[config.mk]
export PLATFORM = sky130hd
export DESIGN_NAME = masked_share_loader
export DESIGN_NICKNAME = d
export VERILOG_FILES = /design/src/rtl/masked_share_loader.sv
export SDC_FILE = /design/constraint.sdc
export NUM_CORES = 1
export LEC_CHECK = 0
export ABC_CLOCK_PERIOD_IN_PS = 2750
export CAP_MARGIN = 20
export CELL_PAD_IN_SITES_DETAIL_PLACEMENT = 0
export CELL_PAD_IN_SITES_GLOBAL_PLACEMENT = 1
export CORE_ASPECT_RATIO = 1.2
export CORE_MARGIN = 3
export CORE_UTILIZATION = 36
export CTS_CLUSTER_SIZE = 20
export DETAILED_ROUTE_END_ITERATION = 10
export PLACE_DENSITY_LB_ADDON = 0.1
export SYNTH_ARGS = -nofsm -noshare
export SYNTH_HDL_FRONTEND = slang
export SYNTH_SLANG_ARGS = --single-unit
[constraint.sdc]
create_clock -name clk_i -period 2.75 [get_ports clk_i]
set_input_delay 0.55 -clock clk_i [delete_from_list [all_inputs] [get_ports clk_i]]
set_output_delay 0.55 -clock clk_i [all_outputs]
set_load 0.01 [all_outputs]
[src/rtl/masked_share_loader.sv]
// Masked share loader: accepts LOAD/REFRESH commands, fetches non-zero PRNG masks and issues
// exactly one register-file write per accepted command. Secrets are wiped after every operation.
module masked_share_loader #(
  parameter int unsigned MAX_RETRY = 4,
  parameter int unsigned RF_DEPTH  = 16
) (
  input  logic        clk_i,
  input  logic        rst_ni,
  input  logic        op_valid_i,
  output logic        op_ready_o,
  input  logic        op_i,
  input  logic [3:0]  dst_addr_i,
  input  logic [3:0]  src_addr_i,
  input  logic [63:0] data_i,
  output logic        rnd_req_o,
  input  logic        rnd_ack_i,
  input  logic [63:0] rnd_i,
  output logic [3:0]  rf_addr_o,
  output logic [63:0] rf_input0_o,
  output logic [63:0] rf_input1_o,
  output logic [63:0] rf_input2_o,
  output logic        rf_random_o,
  output logic        rf_write_en_o,
  output logic        done_o,
  output logic        err_o
);

  // Highest legal base addresses: a LOAD pair spans dst..dst+1, a REFRESH spans dst..dst+3,
  // and the REFRESH source pair spans src..src+1.
  localparam logic [3:0] LoadDstMax = 4'(RF_DEPTH - 2);
  localparam logic [3:0] RefDstMax  = 4'(RF_DEPTH - 4);
  localparam logic [3:0] RefSrcMax  = 4'(RF_DEPTH - 2);
  localparam logic [3:0] RetryLast  = 4'(MAX_RETRY - 1);

  localparam logic OpLoad    = 1'b0;
  localparam logic OpRefresh = 1'b1;

  typedef enum logic [1:0] {StIdle, StFetchR1, StFetchR2, StWrite} state_e;

  state_e      state_q, state_d;
  logic        op_q, op_d;
  logic [3:0]  dst_q, dst_d;
  logic [3:0]  src_q, src_d;
  logic [63:0] data_q, data_d;
  logic [63:0] r1_q, r1_d;
  logic [63:0] r2_q, r2_d;
  logic [3:0]  retry_q, retry_d;
  logic        err_q, err_d;

  logic accept, cmd_ok, fetch, rnd_zero, rnd_take, rnd_abort;

  assign accept    = op_valid_i && (state_q == StIdle);
  assign cmd_ok    = (op_i == OpRefresh) ? ((dst_addr_i <= RefDstMax) && (src_addr_i <= RefSrcMax))
                                         : (dst_addr_i <= LoadDstMax);
  assign fetch     = (state_q == StFetchR1) || (state_q == StFetchR2);
  assign rnd_zero  = (rnd_i == '0);
  assign rnd_take  = fetch && rnd_ack_i && !rnd_zero;
  assign rnd_abort = fetch && rnd_ack_i && rnd_zero && (retry_q == RetryLast);

  // State register.
  always_ff @(posedge clk_i or negedge rst_ni) begin
    if (!rst_ni) begin
      state_q <= StIdle;
    end else begin
      state_q <= state_d;
    end
  end

  // Next-state logic.
  always_comb begin
    state_d = state_q;
    unique case (state_q)
      StIdle: begin
        if (accept && cmd_ok) state_d = StFetchR1;
      end
      StFetchR1: begin
        if (rnd_take)       state_d = (op_q == OpRefresh) ? StFetchR2 : StWrite;
        else if (rnd_abort) state_d = StIdle;
      end
      StFetchR2: begin
        if (rnd_take)       state_d = StWrite;
        else if (rnd_abort) state_d = StIdle;
      end
      StWrite: begin
        state_d = StIdle;
      end
    endcase
  end

  // Datapath registers.
  always_ff @(posedge clk_i or negedge rst_ni) begin
    if (!rst_ni) begin
      op_q    <= OpLoad;
      dst_q   <= '0;
      src_q   <= '0;
      data_q  <= '0;
      r1_q    <= '0;
      r2_q    <= '0;
      retry_q <= '0;
      err_q   <= 1'b0;
    end else begin
      op_q    <= op_d;
      dst_q   <= dst_d;
      src_q   <= src_d;
      data_q  <= data_d;
      r1_q    <= r1_d;
      r2_q    <= r2_d;
      retry_q <= retry_d;
      err_q   <= err_d;
    end
  end

  // Datapath next-state: capture on accept, collect masks, wipe secrets on exit or abort.
  always_comb begin
    op_d    = op_q;
    dst_d   = dst_q;
    src_d   = src_q;
    data_d  = data_q;
    r1_d    = r1_q;
    r2_d    = r2_q;
    retry_d = retry_q;
    err_d   = 1'b0;

    if (accept) begin
      if (cmd_ok) begin
        op_d    = op_i;
        dst_d   = dst_addr_i;
        src_d   = src_addr_i;
        data_d  = (op_i == OpLoad) ? data_i : '0;
        retry_d = '0;
      end else begin
        err_d = 1'b1;
      end
    end

    if (fetch && rnd_ack_i) begin
      if (!rnd_zero) begin
        if (state_q == StFetchR1) r1_d = rnd_i;
        else                      r2_d = rnd_i;
        retry_d = '0;
      end else if (rnd_abort) begin
        err_d   = 1'b1;
        data_d  = '0;
        r1_d    = '0;
        r2_d    = '0;
        retry_d = '0;
      end else begin
        retry_d = retry_q + 4'd1;
      end
    end

    if (state_q == StWrite) begin
      data_d = '0;
      r1_d   = '0;
      r2_d   = '0;
    end
  end

  // Outputs: rf_* are only non-zero during the single WRITE cycle.
  always_comb begin
    op_ready_o    = (state_q == StIdle);
    rnd_req_o     = fetch;
    err_o         = err_q;
    done_o        = 1'b0;
    rf_write_en_o = 1'b0;
    rf_addr_o     = '0;
    rf_input0_o   = '0;
    rf_input1_o   = '0;
    rf_input2_o   = '0;
    rf_random_o   = 1'b0;
    if (state_q == StWrite) begin
      done_o        = 1'b1;
      rf_write_en_o = 1'b1;
      rf_addr_o     = dst_q;
      rf_input1_o   = r1_q;
      if (op_q == OpRefresh) begin
        rf_input0_o = {60'b0, src_q};
        rf_input2_o = r2_q;
        rf_random_o = 1'b1;
      end else begin
        rf_input0_o = data_q ^ r1_q;
      end
    end
  end

endmodule

# After elaboration in Yosys (flattened, before gate mapping)
# Cells that the tools add are included.
# Widths: inputs -> output; s select.
word_totals:
  input_bits: 141
  register_bits: 208
op_classes:
  n_eq_ne: 7
  n_lt_le_gt_ge: 3
  n_mux: 42
  n_bitwise: 1
  n_addsub: 1
  n_reduce_logical: 19
ops:
  columns: ["operator", "n"]
  rows:
  - ["$mux 64", 21]
  - ["$logic_not 64->1", 1]
  - ["$xor 64x64->64", 1]
  - ["$mux 4", 6]
  - ["$le 4x4->1 const B", 3]
  - ["$mux 1", 10]
  - ["$mux 2", 4]
  - ["$pmux 2 s4", 1]
  - ["$logic_and 1x1->1", 7]
  - ["$reduce_and 3->1", 2]
  - ["$reduce_bool 2->1", 3]
  - ["$add 4x1->4 const B", 1]
  - ["$eq 2x2->1 const B", 2]
  - ["$eq 4x2->1 const B", 1]
  - ["$reduce_and 2->1", 2]
  - ["$ne 3x1->1 const B", 1]
  - ["$ne 3x2->1 const B", 1]
  - ["$reduce_bool 3->1", 1]
  - ["$eq 2x1->1 const B", 1]
  - ["$logic_not 2->1", 1]
  - ["$ne 2x1->1 const B", 1]
  - ["$logic_not 1->1", 1]
  - ["$logic_or 1x1->1", 1]

# Logic depth before layout (Yosys ltp)
depth:
  word_depth: 9
  mapped_depth: 10
  ltp_nobuf: 7

# Worst setup path after synthesis
# No wires, ideal clock.
synth_path:
  path_kind: "input port to flip-flop"
  start: "in rnd_i[59]"
  end: "reg r1_q[0]"
  path_slack_ns: 0.473
  arrival_ns: 2.197
  n_path_buf: 2
  t_required_ns: 2.671
  stages: 8
  cell_sequence: "nor4_1 -> nand4_1 -> nor4_4 -> nor2_1 -> a21boi_4 -> buf_12 -> buf_12 -> mux2i_1"
synth_between:
  elab_chain_len: 5
synth_lines:
  columns: ["element", "line_no", "source"]
  rows:
  - ["from (decl)", "17", "input logic [63:0] rnd_i,"]
  - ["$logic_not 64->1 (*)", "56", "assign rnd_zero = (rnd_i == '0);"]
  - ["$logic_and 1x1->1 (2 in a row)", "58", "assign rnd_abort = fetch && rnd_ack_i && rnd_zero && (retry_q == RetryLast);"]
  - ["$ne 3x1->1 (no line)", null, null]
  - ["$reduce_and 3->1 (no line)", null, null]
  - ["to (signal assigned)", "106", "r1_q <= r1_d;"]
  - ["to (decl)", "45", "logic [63:0] r1_q, r1_d;"]
# Every way passes the cells marked *; elsewhere a longest branch is shown, timed or not. The select of a mux whose other input is x is not followed.
# A chain may end at the register's enable or synchronous reset.

# Worst setup path in the final report
layout_path:
  start: "reg state_q[0]"
  end: "out rf_input2_o[56]"
layout_between:
  elab_chain_len: 2
layout_lines:
  columns: ["element", "line_no", "source"]
  rows:
  - ["from (decl)", "40", "state_e state_q, state_d;"]
  - ["from (signal assigned)", "63", "state_q <= StIdle;"]
  - ["from (signal assigned)", "65", "state_q <= state_d;"]
  - ["$eq 2x2->1", "171", "if (state_q == StWrite) begin"]
  - ["$mux 64", "171", null]
  - ["to (decl)", "21", "output logic [63:0] rf_input2_o,"]
# No other way between the ends.

==> flow_summary.json <==
{
  "tightestPinTransition_ps": 589,
  "routed_wl_um": 37200,
  "synth.distinct_cells": 40,
  "clk_latency_ps": 510,
  "gp_congestion": 0.787,
  "cts_hold_buf": 0,
  "cts-buffers-inserted": 25,
  "synthTopCellsByArea": "dfrtp_1 (45%), mux2i_1 (11%), nand2b_1 (10%)",
  "hold_viol_final": 8,
  "wl_per_cell_um": 19.0,
  "cts.sinks": 208,
  "fillers": 3003,
  "critPathMaxStageDelay_ps": 590,
  "fin_setup_tns_ps": 0,
  "grt_pass1_vias": 10000,
  "yosysWarningCount": 0,
  "first_pass_iters": 4,
  "totalPowerFinal_uw": 14400,
  "hold_class": "input pin to asynchronous set/reset pin",
  "dieWidth_um": 169,
  "holdWs_ps": -9.52,
  "portBuffers": 342,
  "timing.final.ws_setup_ps": 53.4,
  "worstPathArrival_ps": 2150,
  "cp_slowest_cell": "clkdlybuf4s50_1",
  "fin_area_mm2": 0.0168,
  "syn_inst": 1180,
  "grt_first_pass_wirelength_um": 58400,
  "cts_tree": "yes",
  "syn-cell-area_mm2": 0.0115,
  "final_cell_mix": "clkdlybuf4s50_1 (217), dfrtp_1 (206), nand2b_1 (189)",
  "ios": 343,
  "antenna_found_initial": 2,
  "num_vias": 9635,
  "crit_path_cell_trace": "ha_4 -> buf_12 -> buf_16 -> and3_1 -> clkdlybuf4s50_1",
  "end_kind": "output pin",
  "status": "finished, violations left",
  "coreArea_mm2": 0.0314,
  "fin_worst_skew_ps": 20.0,
  "final_nets": 1691,
  "clk_pin_slew_ps": 60,
  "start_kind": "flop",
  "slew_viol_final": 0,
  "gr-total-overflow": 0,
  "ant_nets": 0,
  "route.detailed.drc": 0,
  "power_density_mw_per_mm2": 856,
  "clock-root-buffer": "clkbuf_16",
  "r2r-start": "state_q[0]",
  "place_ws_ps": -758,
  "rr_worst_depth": 8,
  "netlist.area_leader.share_pct": 45.1,
  "multi_input_area_mm2": 0.00586,
  "async_flop_share_pct": 100,
  "synth_top_area_cell": "dfrtp_1",
  "synth_edf_count": 0,
  "drive_above_1_share_pct": 9.62,
  "crit_fanout": 21,
  "drt_first_iter_violations": 563,
  "fmax_ghz": 0.371,
  "dpl_cell_area_mm2": 0.0157,
  "relSlewSlack_pct": 60.6,
  "clk_path_buf_depth": 3,
  "maxCapViolCount": 0,
  "synth_seq_area_share_pct": 45.1,
  "violations": "negative hold slack",
  "synth-main-ff-cell": "dfrtp_1",
  "vias_per_cell": 4.91,
  "grt_use_total_pct": 21.3,
  "rows": 71,
  "finalSetupViolations": 0,
  "p_leak_uw": 0.00883,
  "avgSynthCellArea_um2": 9.78,
  "final_common_cell": "clkdlybuf4s50_1",
  "period_share_pct": 98.1,
  "worstSetupPathType": "flop to output pin",
  "synth_nets": 1326,
  "finalCriticalPeriod_ps": 2700,
  "area_delta_synth_final_pct": 45.8,
  "start_util_pct": 36.7,
  "dieArea_mm2": 0.0343,
  "r2r_end": "r1_q[37]",
  "htree_levels": 1,
  "die_y_um": 202,
  "final-seq-area_mm2": 0.00521,
  "peakVddDrop_mv": 0.403,
  "grt_start_max_net_pins": 70,
  "crit_required_ps": 2200,
  "r2r_slack_ps": 570,
  "synth-seq-cells": 208,
  "dp_hpwl_um": 24800
}
worst max-delay path by stage:
stage | slack [ps] | to | depth (start not counted) | start
after floorplan | 470 | r1_q[0] | 8 | rnd_i[59]
after global placement | -720 | r1_q[12] | 9 | rnd_i[28]
after detailed placement | -760 | r1_q[13] | 9 | rnd_i[28]
after CTS | -20 | rf_input2_o[58] | 5 | state_q[0]
after global routing | -0.2 | rf_input1_o[58] | 5 | state_q[0]
final | 50 | rf_input2_o[56] | 5 | state_q[0]
metal layers:
layer	GRT usage (%)	up-vias	share of wire, %
met5	0	-	0.035
met4	5.17	2	2.2
met3	3.93	51	5.1
met2	36.1	248	49
met1	28.2	4679	44
li1	-	4655	-
flip-flops by register name (all words and copies together), names as in the netlist:
name	cells
retry_q	4
r2_q	64
state_q	2
err_o	1
r1_q	64
dst_q	4
src_q	4
data_q	64
op_q	1
logic make-up (layout without fill, tap and decap cells):
kind of cell,Yosys count,after routing,share of synthesized area (%)
muxes,128,128,11.1
adders and majority gates,6,6,0.629
xor gates and xnor gates,64,64,4.85
DFF,208,208,45.1
other,0,1,0
buffers and inverters,100,480,4.82
AOI/OAI and AO/OA,81,81,3.94
and+or+nand+nor,593,593,29.6
timing repair:
item                                    in CTS  in global routing
pin swaps                                    1                  0
endpoints found under the setup margin     392                223
resized for setup                          119                 27
cloned                                       6                  1
buffers inserted                             9                  2
worst max-delay path, delay by kind of cell, from the launching register on:
family,cells,cell delay [ps]
adders and majority gates,1,180
DFF,1,400
and+or+nand+nor,1,160
buffers and inverters,3,900
cell usage after synthesis, types with 2 or more instances:
| library cell | n |
|---|---|
| a211oi_1 | 3 |
| a21oi_1 | 64 |
| and2_1 | 73 |
| and3_1 | 64 |
| buf_1 | 3 |
| buf_12 | 7 |
| buf_2 | 9 |
| buf_6 | 7 |
| clkbuf_1 | 70 |
| dfrtp_1 | 208 |
| ha_1 | 5 |
| inv_1 | 3 |
| mux2i_1 | 128 |
| nand2_1 | 37 |
| nand2b_1 | 190 |
| nand3_1 | 5 |
| nand4_1 | 4 |
| nor2_1 | 128 |
| nor3_1 | 2 |
| nor3b_1 | 65 |
| nor4_1 | 15 |
| o21ai_0 | 6 |
| or2b_1 | 4 |
| xnor2_1 | 64 |
layout make-up:
class	count	area share [%]
flip-flops and latches	208	30.9
inverters	3	0.0669
diodes	1	0.0149
clock inverters	7	0.379
well taps	401	2.98
clock buffers	35	4.24
multi-input cells	872	34.8
repair buffers	435	26.6
stage by stage:
| stage | util (%) | std cells |
|---|---|---|
| final | 53.5 | 1962 |
| after floorplan | - | 1180 |
| after global routing | 53.5 | 1962 |
| after global placement | 50.0 | 1901 |
| after CTS | 53.1 | 1958 |
| after detailed placement | 50.0 | 1901 |
report_power, final:
group,internal [uW],switching (uW),leakage [uW],total (uW)
registers,4260,848,0.00273,5110
clock network,1890,1270,0.000388,3160
logic,3150,3000,0.00572,6150
total,9290,5120,0.00883,14400
Note: power is estimated with default switching activity, not from simulation.
